==> src/rtl/grn_node_lut_multi_if.sv <==
`default_nettype none
// ============================================================================
//  Module   : grn_node_lut_multi_if
//  Purpose  : Control, truth-table and status bundle of grn_node_lut_multi.
//  Revision : 1.0  initial release
// ============================================================================
interface grn_node_lut_multi_if #(
   parameter int NUM_IN     = 4,
   parameter int NUM_COPIES = 2,
   parameter int DIV_W      = 4
);
   logic                         reset_nos;
   logic                         init_state;
   logic [NUM_COPIES-1:0]        start;
   logic [NUM_COPIES*NUM_IN-1:0] in_bus;
   logic [NUM_COPIES*DIV_W-1:0]  div_cfg;
   logic                         lut_wr_en;
   logic [(2**NUM_IN)-1:0]       lut_wr_data;
   logic [NUM_COPIES-1:0]        state;
   logic [NUM_COPIES-1:0]        upd_valid;
   logic [NUM_COPIES-1:0]        stable;
   logic                         all_stable;

   modport master (
      output reset_nos, init_state, start, in_bus, div_cfg, lut_wr_en, lut_wr_data,
      input  state, upd_valid, stable, all_stable
   );

   modport slave (
      input  reset_nos, init_state, start, in_bus, div_cfg, lut_wr_en, lut_wr_data,
      output state, upd_valid, stable, all_stable
   );
endinterface
`default_nettype wire

==> src/rtl/grn_node_lut_multi.sv <==
`default_nettype none
// ============================================================================
//  Module   : grn_node_lut_multi
//  Purpose  : GRN node with NUM_COPIES boolean states driven by one shared,
//             loadable truth table; per-copy update divider and stability flag.
//  Revision : 1.0  initial release
// ============================================================================
module grn_node_lut_multi #(
   parameter int NUM_IN     = 4,
   parameter int NUM_COPIES = 2,
   parameter int DIV_W      = 4,
   parameter int STAB_W     = 4,
   parameter int STABLE_TH  = 3
) (
   input  wire logic              clk,
   input  wire logic              rst,
   grn_node_lut_multi_if.slave    bus_if
);
   localparam int LUT_W = 2**NUM_IN;

   logic [LUT_W-1:0]      lut_q, lut_d;
   logic [NUM_COPIES-1:0] state_q, state_d;
   logic [NUM_COPIES-1:0] upd_q, upd_d;
   logic [NUM_COPIES-1:0] stable_q, stable_d;
   logic [DIV_W-1:0]      phase_q [NUM_COPIES];
   logic [DIV_W-1:0]      phase_d [NUM_COPIES];
   logic [STAB_W-1:0]     stab_q  [NUM_COPIES];
   logic [STAB_W-1:0]     stab_d  [NUM_COPIES];
   logic [NUM_COPIES-1:0] lut_sel;

   // Table lookup uses the registered table, so a same-cycle load sees old contents.
   generate
      for (genvar g = 0; g < NUM_COPIES; g++) begin : g_sel
         assign lut_sel[g] = lut_q[bus_if.in_bus[g*NUM_IN +: NUM_IN]];
      end
   endgenerate

   always_comb begin
      lut_d    = bus_if.lut_wr_en ? bus_if.lut_wr_data : lut_q;
      state_d  = state_q;
      upd_d    = '0;
      stable_d = stable_q;
      for (int k = 0; k < NUM_COPIES; k++) begin
         phase_d[k] = phase_q[k];
         stab_d[k]  = stab_q[k];
         if (bus_if.reset_nos) begin
            state_d[k] = bus_if.init_state;
            phase_d[k] = '0;
            stab_d[k]  = '0;
         end else if (bus_if.start[k]) begin
            if (phase_q[k] == '0) begin
               state_d[k] = lut_sel[k];
               upd_d[k]   = 1'b1;
               phase_d[k] = bus_if.div_cfg[k*DIV_W +: DIV_W];
               if (lut_sel[k] == state_q[k])
                  stab_d[k] = (stab_q[k] == {STAB_W{1'b1}}) ? stab_q[k] : stab_q[k] + STAB_W'(1);
               else
                  stab_d[k] = '0;
            end else begin
               phase_d[k] = phase_q[k] - DIV_W'(1);
            end
         end
         stable_d[k] = (stab_d[k] >= STAB_W'(STABLE_TH));
      end
   end

   always_ff @(posedge clk or posedge rst) begin
      if (rst) begin
         lut_q    <= '0;
         state_q  <= '0;
         upd_q    <= '0;
         stable_q <= '0;
         for (int k = 0; k < NUM_COPIES; k++) begin
            phase_q[k] <= '0;
            stab_q[k]  <= '0;
         end
      end else begin
         lut_q    <= lut_d;
         state_q  <= state_d;
         upd_q    <= upd_d;
         stable_q <= stable_d;
         for (int k = 0; k < NUM_COPIES; k++) begin
            phase_q[k] <= phase_d[k];
            stab_q[k]  <= stab_d[k];
         end
      end
   end

   assign bus_if.state      = state_q;
   assign bus_if.upd_valid  = upd_q;
   assign bus_if.stable     = stable_q;
   assign bus_if.all_stable = &stable_q;
endmodule
`default_nettype wire

==> src/flat_wrapper.sv <==
// flat-port wrapper written by rule: the top's interface ports become plain ports
module grn_node_lut_multi_flat 
#(
   parameter int NUM_IN     = 4,
   parameter int NUM_COPIES = 2,
   parameter int DIV_W      = 4,
   parameter int STAB_W     = 4,
   parameter int STABLE_TH  = 3
)
  (clk, rst, bus_if_reset_nos, bus_if_init_state, bus_if_start, bus_if_in_bus, bus_if_div_cfg, bus_if_lut_wr_en, bus_if_lut_wr_data, bus_if_state, bus_if_upd_valid, bus_if_stable, bus_if_all_stable);
  grn_node_lut_multi_if #(.NUM_IN(NUM_IN), .NUM_COPIES(NUM_COPIES), .DIV_W(DIV_W)) bus_if_i ();
  input  wire logic clk;
  input  wire logic rst;
  input wire logic [$bits(bus_if_i.reset_nos)-1:0] bus_if_reset_nos;
  input wire logic [$bits(bus_if_i.init_state)-1:0] bus_if_init_state;
  input wire logic [$bits(bus_if_i.start)-1:0] bus_if_start;
  input wire logic [$bits(bus_if_i.in_bus)-1:0] bus_if_in_bus;
  input wire logic [$bits(bus_if_i.div_cfg)-1:0] bus_if_div_cfg;
  input wire logic [$bits(bus_if_i.lut_wr_en)-1:0] bus_if_lut_wr_en;
  input wire logic [$bits(bus_if_i.lut_wr_data)-1:0] bus_if_lut_wr_data;
  output wire logic [$bits(bus_if_i.state)-1:0] bus_if_state;
  output wire logic [$bits(bus_if_i.upd_valid)-1:0] bus_if_upd_valid;
  output wire logic [$bits(bus_if_i.stable)-1:0] bus_if_stable;
  output wire logic [$bits(bus_if_i.all_stable)-1:0] bus_if_all_stable;
  assign bus_if_i.reset_nos = bus_if_reset_nos;
  assign bus_if_i.init_state = bus_if_init_state;
  assign bus_if_i.start = bus_if_start;
  assign bus_if_i.in_bus = bus_if_in_bus;
  assign bus_if_i.div_cfg = bus_if_div_cfg;
  assign bus_if_i.lut_wr_en = bus_if_lut_wr_en;
  assign bus_if_i.lut_wr_data = bus_if_lut_wr_data;
  assign bus_if_state = bus_if_i.state;
  assign bus_if_upd_valid = bus_if_i.upd_valid;
  assign bus_if_stable = bus_if_i.stable;
  assign bus_if_all_stable = bus_if_i.all_stable;
  grn_node_lut_multi #(.NUM_IN(NUM_IN), .NUM_COPIES(NUM_COPIES), .DIV_W(DIV_W), .STAB_W(STAB_W), .STABLE_TH(STABLE_TH)) u_core (.clk(clk), .rst(rst), .bus_if(bus_if_i));
endmodule
==> config.mk <==
export PLATFORM = sky130hd
export DESIGN_NAME = grn_node_lut_multi_flat
export DESIGN_NICKNAME = d
export VERILOG_FILES = /design/src/rtl/grn_node_lut_multi_if.sv /design/src/rtl/grn_node_lut_multi.sv /design/src/flat_wrapper.sv
export SDC_FILE = /design/constraint.sdc
export NUM_CORES = 1
export LEC_CHECK = 0
export ABC_AREA = 1
export ABC_CLOCK_PERIOD_IN_PS = 1600
export BUFFER_PORTS_ARGS = -buffer_cell sky130_fd_sc_hd__buf_2
export CAP_MARGIN = 10
export CORE_MARGIN = 4
export CORE_UTILIZATION = 45
export CTS_BUF_LIST = sky130_fd_sc_hd__clkbuf_8
export DETAILED_ROUTE_END_ITERATION = 12
export GPL_TIMING_DRIVEN = 1
export PLACE_DENSITY = 0.7
export SLEW_MARGIN = 20
export SYNTH_ARGS = -nofsm -noshare
export SYNTH_HDL_FRONTEND = slang
export SYNTH_SLANG_ARGS = --single-unit
==> constraint.sdc <==
create_clock -name clk -period 1.6 [get_ports clk]
set_input_delay 0.24 -clock clk [delete_from_list [all_inputs] [get_ports clk]]
set_output_delay 0.24 -clock clk [all_outputs]
set_load 0.02 [all_outputs]
# --- Word level (Yosys, flattened, before mapping) ---
# Cells that the tools add are included.
op_classes:
  addsub: 4
  n_lt_le_gt_ge: 4
  eq_ne: 4
  n_mux: 32
  n_reduce_logical: 9
op_table:
  columns: ["op", "count"]
  rows:
  - ["4-bit two-way mux", 16]
  - ["1-bit two-way mux", 14]
  - ["4-bit by 5-bit < comparator with 1-bit output (second input constant)", 2]
  - ["4-bit by 1-bit adder with 4-bit output (second input constant)", 2]
  - ["1-bit binary-select mux with 4-bit select", 2]
  - ["4-bit equality test (second input constant)", 2]
  - ["4-bit by 2-bit greater-or-equal comparator with 1-bit output (second input constant)", 2]
  - ["4-bit zero test", 2]
  - ["2-bit nonzero test", 4]
  - ["4-bit by 1-bit subtractor with 4-bit output (second input constant)", 2]
  - ["2-bit AND reduction", 3]
  - ["1-bit equality test", 2]
totals:
  reg_bits: 38
  out_inout_bits: 7

# --- Depth between registers and ports, before layout ---
depth:
  depth_word: 8
  depth_mapped: 11

# --- Worst setup path after synthesis ---
# OpenSTA, ideal clock, no wires.
synth_path:
  kind: "register to register"
  from: "reg u_core.phase_q[0] in the netlist's numbering"
  to: "reg u_core.stable_q[1] (netlist: u_core.bus_if.stable[1])"
  setup_ns: 0.118
  arrival_time_ns: 1.446
  required_ns: 1.482
  slack_ns: 0.036
  path_stages_with_launch: 9
  n_path_buf: 0
  synth_period_minus_slack_ns: 1.564
  cell_sequence: "dfrtp_1 -> inv_1 -> ha_1 -> nand3_4 -> nor2_8 -> o21ai_4 -> mux2_4 -> nand3_1 -> nand2_1"
synth_between:
  elab_chain_cells: 5
synth_lines:
  columns: ["element", "line", "rtl"]
  rows:
  - ["start: declaration", "grn_node_lut_multi.sv:25", "logic [DIV_W-1:0] phase_q [NUM_COPIES];"]
  - ["start signal: indexed assignment", "grn_node_lut_multi.sv:83", "phase_q[k] <= phase_d[k];"]
  - ["4-bit zero test", "grn_node_lut_multi.sv:51", "if (phase_q[k] == '0) begin"]
  - ["4-bit two-way mux", "grn_node_lut_multi.sv:51", null]
  - ["4-bit two-way mux", "grn_node_lut_multi.sv:50", "end else if (bus_if.start[k]) begin"]
  - ["4-bit two-way mux", "grn_node_lut_multi.sv:46", "if (bus_if.reset_nos) begin"]
  - ["4-bit by 2-bit greater-or-equal comparator with 1-bit output", "grn_node_lut_multi.sv:63", "stable_d[k] = (stab_d[k] >= STAB_W'(STABLE_TH));"]
  - ["net u_core.stable_d[1]", "grn_node_lut_multi.sv:24", "logic [NUM_COPIES-1:0] stable_q, stable_d;"]
  - ["end signal: assignment", "grn_node_lut_multi.sv:81", "stable_q <= stable_d;"]
  - ["end: declaration", "grn_node_lut_multi.sv:24", null]
# The timed path passes the listed nets, and every way through them passes these cells.
# A chain may end at the register's enable or synchronous reset.

# --- Worst setup path after layout ---
# Same ends and word-level chain as after synthesis.

==> run_results.csv <==
group,metric,value,unit
die,die_h,78.8,um
worst_setup_path,slowest_delay,410,ps
die,die_area,0.00622,sq mm
die,start_util,47.2,%
timing,slew-limit-headroom,67.9,%
synth,ys_warn_count,0,
synth,avgSynthCellArea,7.71,sq um
worst_setup_path,r2r_slack,80,ps
grt,overflow,0,
synth,synth.ff_latch_count,38,
grt,grt_max_degree,39,
synth,synth_top_flop_cell,"dfrtp_1",
placed_design,gp_congestion,0.856,
placed_design,dpl.hpwl,3720,um
cts,clk_pin_slew_worst_paths,80,ps
placed_design,port_buffers,45,
power_and_ir_drop,switchingPower,962,uW
timing,worst_slew_pin_slew,481,ps
finish,area_delta_synth_final,23.5,%
power_and_ir_drop,combinationalPowerShare,29.1,%
timing,hold_slack,46.2,ps
status,status,"finished, final reports clean",
cts,cts_buffers,5,
synth,netlist_instances,293,
worst_setup_path,crit_required,1790,ps
power_and_ir_drop,total_power,3080,uW
finish,n_antenna_cell,0,
worst_setup_path,timing.rr.start,"u_core.phase_q[0]$_DFFE_PP0P_",
route,drtIter0Drc,164,
die,io_pins,46,
finish,num-fill-cells,447,
worst_setup_path,crit_arrival,1700,ps
worst_setup_path,r2r_end,"u_core.bus_if.stable[1]$_DFF_PP0_",
die,die_w,78.8,um
worst_setup_path,crit_chain,"inv_2 > ha_4 > nand3_4 > nor2_8 > o21ai_4 > mux2_4 > nand3_1 > nand2_1",
synth,async_flop_share,100,%
run,cap_violations,0,
power_and_ir_drop,pwr-share-seq,37.9,%
cts,clock_latency,300,ps
timing,slew_violations,0,
power_and_ir_drop,clkPwrFrac,33.0,%
finish,layout_commonest_cell,"nand2_1",
synth,ys_seq_area_share,42.1,%
cts,htreeDepth,2,
route,antenna_left,0,
finish,regArea,951,sq um
finish,nets,391,
worst_setup_path,crit_start,"u_core.phase_q[0]$_DFFE_PP0P_",
timing,finalCriticalPeriod,1520,ps
worst_setup_path,r2r_cells,8,
grt,grt_pass1_vias,1981,
cts,cts_root_buffer,"clkbuf_8",
finish,multi_input_area,0.00111,sq mm
worst_setup_path,end_kind,"flip-flop",
finish,most-common-layout-cells,"nand2_1 (68), buf_2 (45), inv_1 (43)",
die,core-area,0.00479,sq mm
power_and_ir_drop,p_per_area,1100,mW/mm^2
power_and_ir_drop,peakVddDrop,0.000492,V
synth,synth_edf_count,0,
worst_setup_path,cp_slowest_cell,"dfrtp_1",
grt,grt_usage,17.6,%
worst_setup_path,crit_path_end,"u_core.bus_if.stable[1]$_DFF_PP0_",
route,vias,2051,
synth,syn_nets,336,
timing,period_share,94.8,%
worst_setup_path,path_max_fanout,5,
grt,grt_pass1_wl,8740,um
route,drt-total-wl,5070,um
route,drt-vias-per-instance,4.93,
synth,synth.top_cell.area_share,42.1,%
power_and_ir_drop,switching_share,31.2,%
worst_setup_path,startpoint_type,"flip-flop",
worst_setup_path,path_class,"flip-flop to flip-flop",
timing,finClkSkew,7.65,ps
die,num_rows,25,
cts,cts.path.max_buffers,2,
synth,syn_area,0.00226,sq mm
cts,clock-sinks,38,
finish,drive_gt1_share,27.2,%
route,wire_per_inst,12.2,um
synth,synth_area_leaders,"dfrtp_1 (42%), nand2_1 (11%), inv_1 (7.8%)",
synth,synth_area_leader_cell,"dfrtp_1",
timing,final-hold-violation-count,0,
power_and_ir_drop,leakage,0.00150,uW
synth,synth_cell_type_count,33,
power_and_ir_drop,power.internal,2120,uW
route,post-route-drc-count,0,
timing,fmax,660,MHz
cts,cts_tree,"built",
route,firstDrtPassIters,4,
grt,grt_antenna_before_repair,0,
timing,setup_viol,0,
hold_path,hp-class,"input pin to asynchronous set/reset pin",
==> cells in the mapped netlist, drive strengths merged, types with 3 or more instances <==
cell / instances
dfrtp: 38
inv: 55
nand2: 71
nand4: 3
ha: 4
nand3: 37
clkbuf: 4
o211ai: 8
a21oi: 5
nor2: 17
o21ai: 32
xor2: 3
==> worst min-delay path by stage <==
stage / startpoint / to / slack (ps) / cells past startpoint
final: rst / u_core.phase_q[7]$_DFFE_PP0P_ / 50 / 3
after global routing: rst / u_core.phase_q[7]$_DFFE_PP0P_ / 90 / 3
after global placement: rst / u_core.lut_q[6]$_DFFE_PP0P_ / 390 / 3
after detailed placement: rst / u_core.lut_q[7]$_DFFE_PP0P_ / 390 / 3
after floorplan: bus_if_lut_wr_en / u_core.lut_q[12]$_DFFE_PP0P_ / 350 / 1
after CTS: rst / u_core.phase_q[7]$_DFFE_PP0P_ / 70 / 3
==> metrics by stage <==
stage / setup TNS, ps / instances / cell area [sq um] / setup slack [ps] / util (%)
finish: 0 / 416 / 2790 / 83.9 / 58.3
global route: -19.9 / 416 / 2790 / -19.9 / 58.3
CTS: 0 / 414 / 2730 / 13.3 / 57.1
detailed placement: 0 / 406 / 2590 / 8.62 / 54.0
global placement: 0 / 406 / 2590 / 66.2 / 54.0
floorplan: 0 / 293 / 2260 / 36.2 / -
==> cell families after synthesis <==
family                   share of synthesized area (%)
flip-flops                                        42.1
multiplexers                                     0.665
adder cells (fa/ha/maj)                           2.22
XOR/XNOR                                          1.55
AND/OR/NAND/NOR                                   27.6
buffers and inverters                             10.9
AO/OA/AOI/OAI                                     15.0
==> critical path, delay by kind of cell (launching register included) <==
kind,cells,cell delay [ps]
AOI/OAI and AO/OA,1,80
buffers and inverters,1,90
DFF,1,410
muxes,1,310
and+or+nand+nor,4,380
adders and majority gates,1,140
==> layout make-up <==
type / count / share of cell area (%)
Sequential cell: 38 / 34.1
Inverter: 56 / 7.63
Clock inverter: 2 / 2.15
Timing Repair Buffer: 54 / 10.5
Clock buffer: 6 / 2.96
Multi-Input combinational cell: 193 / 39.7
Tap cell: 67 / 3.01
==> flip-flops by register name, summed over array words and instances, names as in the netlist <==
signal	cells
u_core.stab_q	8
u_core.lut_q	16
u_core.bus_if.stable	2
u_core.phase_q	8
u_core.bus_if.state	2
u_core.bus_if.upd_valid	2
==> routing by layer <==
layer / global-route usage (%) / wire (um) / part of all wire, %
met1: 22.9 / 2360 / 47
met2: 28.1 / 2380 / 47
met3: 4.08 / 240 / 4.7
met4: 7.56 / 89 / 1.8
met5: 0 / 0 / 0
==> repair_timing <==
action	in CTS	in global routing
gates resized for setup	2	12
pin swaps	0	7
endpoints found under the setup margin	1	7
buffers inserted	0	2
hold buffers	0	0
endpoints found under the hold margin	0	0
==> power by group through the flow <==
stage / Sequential, uW / Clock, uW / Combinational [uW]
after floorplan: 1200 / 0 / 567
after global placement: 1180 / 0 / 819
after detailed placement: 1180 / 0 / 830
after CTS: 1160 / 1040 / 838
after global routing: 1180 / 1090 / 1010
final: 1170 / 1020 / 895
Power figures use the tool's default switching activity.
